`config.mk`:
```
export PLATFORM = sky130hd
export DESIGN_NAME = aclock_ctrl
export DESIGN_NICKNAME = d
export VERILOG_FILES = /design/src/rtl/aclock_ctrl.sv
export SDC_FILE = /design/constraint.sdc
export NUM_CORES = 1
export LEC_CHECK = 0
export ABC_CLOCK_PERIOD_IN_PS = 25300
export CAP_MARGIN = 20
export CORE_ASPECT_RATIO = 0.75
export CORE_MARGIN = 2
export CORE_UTILIZATION = 60
export DETAILED_ROUTE_END_ITERATION = 16
export PLACE_DENSITY = 0.89
export SYNTH_ARGS = -nofsm -noshare
export SYNTH_HDL_FRONTEND = slang
export SYNTH_SLANG_ARGS = --single-unit
```
`constraint.sdc`:
```
create_clock -name clk -period 25.3 [get_ports clk]
set_input_delay 3.795 -clock clk [delete_from_list [all_inputs] [get_ports clk]]
set_output_delay 3.795 -clock clk [all_outputs]
set_load 0.01 [all_outputs]
```
`src/rtl/aclock_ctrl.sv`:
```
// UI sequencer for the aclock alarm-clock core: turns button pulses into time/alarm
// set sequences, snooze/dismiss handling and LD_time/LD_alarm load pulses with BCD data.
module aclock_ctrl #(
    parameter int unsigned SNOOZE_MIN   = 5,
    parameter int unsigned RING_TIMEOUT = 600
) (
    input  logic       clk,
    input  logic       reset,
    input  logic       btn_mode,
    input  logic       btn_inc,
    input  logic       btn_snooze,
    input  logic       btn_stop,
    input  logic       btn_alen,
    input  logic       Alarm,
    input  logic [1:0] H_out1,
    input  logic [3:0] H_out0,
    input  logic [3:0] M_out1,
    input  logic [3:0] M_out0,
    output logic [1:0] H_in1,
    output logic [3:0] H_in0,
    output logic [3:0] M_in1,
    output logic [3:0] M_in0,
    output logic       LD_time,
    output logic       LD_alarm,
    output logic       STOP_al,
    output logic       AL_ON,
    output logic [3:0] state
);

    localparam int unsigned TIME_W = 14;
    localparam int unsigned CNT_W  = $clog2(RING_TIMEOUT + 1);

    localparam logic [3:0] S_RUN      = 4'd0;
    localparam logic [3:0] S_SET_TH   = 4'd1;
    localparam logic [3:0] S_SET_TM   = 4'd2;
    localparam logic [3:0] S_LOAD_T   = 4'd3;
    localparam logic [3:0] S_SET_AH   = 4'd4;
    localparam logic [3:0] S_SET_AM   = 4'd5;
    localparam logic [3:0] S_LOAD_A   = 4'd6;
    localparam logic [3:0] S_SNZ_STOP = 4'd7;
    localparam logic [3:0] S_SNZ_LOAD = 4'd8;
    localparam logic [3:0] S_DISMISS  = 4'd9;
    localparam logic [3:0] S_RESTORE  = 4'd10;

    localparam logic [CNT_W-1:0] CNT_TRIG = CNT_W'(RING_TIMEOUT - 1);
    localparam logic [CNT_W-1:0] CNT_MAX  = CNT_W'(RING_TIMEOUT);

    // Time values are packed BCD {h1[1:0], h0, m1, m0}
    logic [3:0]        state_q, state_d;
    logic [TIME_W-1:0] edit_q, edit_d;
    logic [TIME_W-1:0] shadow_q, shadow_d;
    logic [TIME_W-1:0] ld_in_q, ld_in_d;
    logic [CNT_W-1:0]  cnt_q, cnt_d;
    logic              ld_time_q, ld_time_d;
    logic              ld_alarm_q, ld_alarm_d;
    logic              stop_al_q, stop_al_d;
    logic              al_on_q, al_on_d;

    logic [TIME_W-1:0] time_now;
    logic              ring_in_run;
    logic              timeout;

    function automatic logic [7:0] to_bcd(input logic [6:0] v);
        logic [3:0] tens;
        logic [6:0] rem;
        tens = 4'd0;
        rem  = v;
        for (int i = 0; i < 11; i++) begin
            if (rem >= 7'd10) begin
                rem  = rem - 7'd10;
                tens = tens + 4'd1;
            end
        end
        return {tens, rem[3:0]};
    endfunction

    function automatic logic [TIME_W-1:0] inc_hours(input logic [TIME_W-1:0] t);
        logic [1:0] h1;
        logic [3:0] h0;
        h1 = t[13:12];
        h0 = t[11:8];
        if (h1 == 2'd2 && h0 == 4'd3) begin
            h1 = 2'd0;
            h0 = 4'd0;
        end else if (h0 == 4'd9) begin
            h1 = h1 + 2'd1;
            h0 = 4'd0;
        end else begin
            h0 = h0 + 4'd1;
        end
        return {h1, h0, t[7:0]};
    endfunction

    // Minutes wrap 59 -> 00 without touching the hours
    function automatic logic [TIME_W-1:0] inc_minutes(input logic [TIME_W-1:0] t);
        logic [3:0] m1;
        logic [3:0] m0;
        m1 = t[7:4];
        m0 = t[3:0];
        if (m0 == 4'd9) begin
            m0 = 4'd0;
            m1 = (m1 == 4'd5) ? 4'd0 : m1 + 4'd1;
        end else begin
            m0 = m0 + 4'd1;
        end
        return {t[13:8], m1, m0};
    endfunction

    function automatic logic [TIME_W-1:0] snooze_add(input logic [TIME_W-1:0] t);
        logic [6:0] mins;
        logic [6:0] hrs;
        logic [7:0] mb;
        logic [7:0] hb;
        mins = 7'(t[7:4]) * 7'd10 + 7'(t[3:0]) + 7'(SNOOZE_MIN);
        hrs  = 7'(t[13:12]) * 7'd10 + 7'(t[11:8]);
        if (mins >= 7'd60) begin
            mins = mins - 7'd60;
            hrs  = hrs + 7'd1;
        end
        if (hrs >= 7'd24) begin
            hrs = 7'd0;
        end
        mb = to_bcd(mins);
        hb = to_bcd(hrs);
        return {hb[5:4], hb[3:0], mb};
    endfunction

    assign time_now    = {H_out1, H_out0, M_out1, M_out0};
    assign ring_in_run = (state_q == S_RUN) && Alarm;
    assign timeout     = ring_in_run && (cnt_q >= CNT_TRIG);

    // Next-state, edit/shadow registers, ring counter and registered outputs
    always_comb begin
        state_d    = state_q;
        edit_d     = edit_q;
        shadow_d   = shadow_q;
        ld_in_d    = ld_in_q;
        cnt_d      = cnt_q;
        al_on_d    = al_on_q ^ btn_alen;
        ld_time_d  = 1'b0;
        ld_alarm_d = 1'b0;
        stop_al_d  = 1'b0;

        if (!Alarm || timeout) begin
            cnt_d = '0;
        end else if (cnt_q < CNT_MAX) begin
            cnt_d = cnt_q + CNT_W'(1);
        end

        case (state_q)
            S_RUN: begin
                if (ring_in_run && btn_snooze) begin
                    state_d = S_SNZ_STOP;
                    edit_d  = time_now;
                end else if ((ring_in_run && btn_stop) || timeout) begin
                    state_d = S_DISMISS;
                end else if (btn_mode) begin
                    state_d = S_SET_TH;
                    edit_d  = time_now;
                end
            end
            S_SET_TH: begin
                if (btn_mode)     state_d = S_SET_TM;
                else if (btn_inc) edit_d  = inc_hours(edit_q);
            end
            S_SET_TM: begin
                if (btn_mode)     state_d = S_LOAD_T;
                else if (btn_inc) edit_d  = inc_minutes(edit_q);
            end
            S_LOAD_T: begin
                state_d = S_SET_AH;
                edit_d  = shadow_q;
            end
            S_SET_AH: begin
                if (btn_mode)     state_d = S_SET_AM;
                else if (btn_inc) edit_d  = inc_hours(edit_q);
            end
            S_SET_AM: begin
                if (btn_mode)     state_d = S_LOAD_A;
                else if (btn_inc) edit_d  = inc_minutes(edit_q);
            end
            S_LOAD_A: begin
                state_d  = S_RUN;
                shadow_d = edit_q;
            end
            S_SNZ_STOP: state_d = S_SNZ_LOAD;
            S_SNZ_LOAD: state_d = S_RUN;
            S_DISMISS:  state_d = S_RESTORE;
            S_RESTORE:  state_d = S_RUN;
            default:    state_d = S_RUN;
        endcase

        // Pulses and load data are registered from the state being entered
        if (state_d == S_LOAD_T || state_d == S_LOAD_A) begin
            ld_in_d = edit_q;
        end else if (state_d == S_SNZ_LOAD) begin
            ld_in_d = snooze_add(edit_q);
        end else if (state_d == S_RESTORE) begin
            ld_in_d = shadow_q;
        end
        ld_time_d  = (state_d == S_LOAD_T);
        ld_alarm_d = (state_d == S_LOAD_A) || (state_d == S_SNZ_LOAD) || (state_d == S_RESTORE);
        stop_al_d  = (state_d == S_SNZ_STOP) || (state_d == S_DISMISS);
    end

    always_ff @(posedge clk or negedge reset) begin
        if (!reset) begin
            state_q    <= S_RUN;
            edit_q     <= '0;
            shadow_q   <= '0;
            ld_in_q    <= '0;
            cnt_q      <= '0;
            ld_time_q  <= 1'b0;
            ld_alarm_q <= 1'b0;
            stop_al_q  <= 1'b0;
            al_on_q    <= 1'b0;
        end else begin
            state_q    <= state_d;
            edit_q     <= edit_d;
            shadow_q   <= shadow_d;
            ld_in_q    <= ld_in_d;
            cnt_q      <= cnt_d;
            ld_time_q  <= ld_time_d;
            ld_alarm_q <= ld_alarm_d;
            stop_al_q  <= stop_al_d;
            al_on_q    <= al_on_d;
        end
    end

    assign H_in1    = ld_in_q[13:12];
    assign H_in0    = ld_in_q[11:8];
    assign M_in1    = ld_in_q[7:4];
    assign M_in0    = ld_in_q[3:0];
    assign LD_time  = ld_time_q;
    assign LD_alarm = ld_alarm_q;
    assign STOP_al  = stop_al_q;
    assign AL_ON    = al_on_q;
    assign state    = state_q;

endmodule

```
==> results by group <==
Final layout
  • Commonest non-fill, non-tap cell in the layout: nand2_1
  • Layout cell share with drive strength beyond 1: 0.114
  • Final #Nets: 1,342
  • Syn-to-layout area delta: 8.33%
  • Area taken by multi-input logic gates: 0.00774 mm²
  • Filler Cell Count: 1,295
  • Final core occ: 0.659
  • # diodes: 0
  • Reg area: 0.00150 mm²
  • Most frequent cells in the layout: nand2_1, nor2_1, a21oi_1

Critical path
  • Max incr delay on CP: 0.64 ns
  • Startpoint Class: flop
  • Most used cell, CP: ha_1
  • Crit. End Element: flop
  • CP max FO: 16
  • Crit-path leading delay family: compound AO/OA/AOI/OAI gates
  • Worst Path Buf+Inv: 12
  • RR Endpoint: ld_in_q[5]
  • Critical path arrival: 18.17 ns
  • Worst setup path class: flop to flop
  • Reg-to-Reg Start: edit_q[7]
  • CP required: 25.50 ns
  • R2r setup slk: 7.33 ns
  • Crit-path slowest cell: xnor2_2
  • R2R depth: 78
  • WP depth: 78

Detailed routing
  • DRT Wirelength: 26.4 mm
  • Initial DRC Count: 965
  • Post-route ant nets: 0
  • DRC viols: 0
  • Vias per inst: 6.84
  • Wire per inst: 18.0 µm
  • First-pass DRT Iterations: 5
  • Routed via count: 10,000

Synth
  • Number of synthesized flops with an enable pin: 0
  • Syn nets: 1,321
  • Mapped Avg Cell Area: 7.86 µm²
  • Syn. warnings: 0
  • Post-synthesis cell type count: 127
  • Top cells by area, synth: dfrtp_1, ha_1, xnor2_1, a21oi_1, nand2_1
  • Sequential cell area fraction in the yosys report: 0.155
  • Post-synth top area cell: dfrtp_1
  • Register bit total from synthesis: 60
  • Most common flop cell mapped by yosys: dfrtp_1
  • Area of the mapped netlist: 0.00969 mm²
  • Synth Instances: 1,232
  • Share of the synthesized area in the top cell type: 0.155
  • Post-synth ARST share: 1.00

Timing
  • Final number of setup-violating endpoints: 0
  • Setup TNS: 0 ns
  • Worst Tran Pin Value: 0.862 ns
  • Final Max Slew Viols: 0
  • Fmax: 55.6 MHz
  • Slew Limit Headroom: 0.423
  • Part of the cycle the worst path needs: 0.710
  • Clk_skew: 0.00411 ns
  • RSZ-0062 raised after global routing: no
  • Final Hold Vio Count: 0
  • Final WS setup: 7.33 ns
  • Crit path time final: 17.97 ns

Floorplanning
  • Placeable Area: 0.0159 mm²
  • Die W: 151 µm
  • Row count: 40
  • Top-Level Pins: 44
  • Die Footprint: 0.0172 mm²
  • Initial core utilization: 0.609
  • Die H: 114 µm

Placed design
  • Setup WS pre-CTS: 7.85 ns
  • # port buffers: 43
  • Placer Congestion: 0.946
  • Hpwl dp: 19.9 mm

Clock tree
  • CTS Buf Count: 9
  • H-tree Lvls: 3
  • Clk sink count: 60
  • CTS tree: yes
  • Worst skew pair latency: 0.33 ns
  • Deepest clock path buffer count: 2
  • Hold Buf Count CTS: 0
  • Postcts setup bufs: 0
  • CTS resizes: 0
  • CTS root buf: clkbuf_16
  • Clk slew on worst S/H paths: 0.05 ns

Global route
  • First-pass GRT wire length: 44.2 mm
  • Grt ovf: 0
  • GRT Total Usage: 0.305
  • Vias in the first global route: 9,196
  • Antenna violations before repair: 0
  • Largest net degree at the start of global routing: 61

Hold path
  • WHS Endpoint: ld_in_q[11]
  • Hold wc startpoint: ld_in_q[11]
  • Hold Path Stages: 2
  • HP Class: flop to flop

Run status
  • Outcome: finished, final reports clean

Run
  • MaxCap Viol Count: 0
## worst min-delay path, stage by stage, from the launching register on
cell     delay [ns]
dfrtp_1        0.34
nand2_1        0.05
o21ai_0        0.06
## worst max path at each step
stage	slack (ns)	startpoint	to
after floorplan	10.16	edit_q[6]	ld_in_q[7]
after global routing	6.01	edit_q[7]	ld_in_q[2]
after CTS	7.72	edit_q[7]	ld_in_q[2]
final	7.33	edit_q[7]	ld_in_q[5]
after global placement	8.86	edit_q[7]	ld_in_q[2]
after detailed placement	7.85	edit_q[7]	ld_in_q[2]
## per-stage QoR
stage / cells / instance area [µm²] / hold WS, ns
6_report: 1468 / 10500 / 0.492
3_3_place_gp: 1452 / 10200 / 0.449
4_1_cts: 1468 / 10500 / 0.494
2_1_floorplan: 1232 / 9690 / 0.482
3_5_place_dp: 1452 / 10200 / 0.484
5_1_grt: 1468 / 10500 / 0.514
## routing by layer
| layer | global-route usage | share of wire | up-vias |
|---|---|---|---|
| met4 | 0.0642 | 0.016 | 0 |
| met1 | 0.439 | 0.45 | 4769 |
| met2 | 0.489 | 0.45 | 495 |
| li1 | - | - | 4731 |
| met5 | 0 | 0 | - |
| met3 | 0.0440 | 0.084 | 50 |
## synth_stat cells, types with 19 or more instances
| cell type | number |
|---|---|
| nor3_1 | 40 |
| clkbuf_1 | 23 |
| nand3_1 | 35 |
| nor2_1 | 106 |
| o21ai_0 | 69 |
| mux2_2 | 24 |
| xor2_1 | 19 |
| dfrtp_1 | 60 |
| inv_1 | 60 |
| ha_1 | 64 |
| a21o_1 | 25 |
| xnor2_1 | 58 |
| a21oi_1 | 85 |
| and3_1 | 19 |
| nand2_1 | 109 |
## registers in the layout, summed over array words and instances (netlist names)
register / flops
state: 4
ld_in_q: 14
LD_alarm: 1
shadow_q: 14
edit_q: 14
AL_ON: 1
LD_time: 1
cnt_q: 10
STOP_al: 1
## kinds of logic after synthesis
logic type / Yosys count / synth area share
buffers and inverters: 101 / 0.0457
AND/OR/NAND/NOR: 439 / 0.232
flip-flops: 60 / 0.155
AO/OA/AOI/OAI: 437 / 0.348
XOR/XNOR: 82 / 0.0787
adder cells (fa/ha/maj): 70 / 0.0922
multiplexers: 43 / 0.0480
## final cells by class
type / count / share of cell area
flip-flops and latches: 60 / 0.143
repair buffers: 48 / 0.0441
inverters: 63 / 0.0230
multi-input cells: 1071 / 0.738
clock buffers: 15 / 0.0265
clock inverters: 1 / 0.000477
well taps: 210 / 0.0250
Power is left out: the tool's default activity adds up to more than one toggle a clock period on the data nets, which glitch-free logic cannot reach.
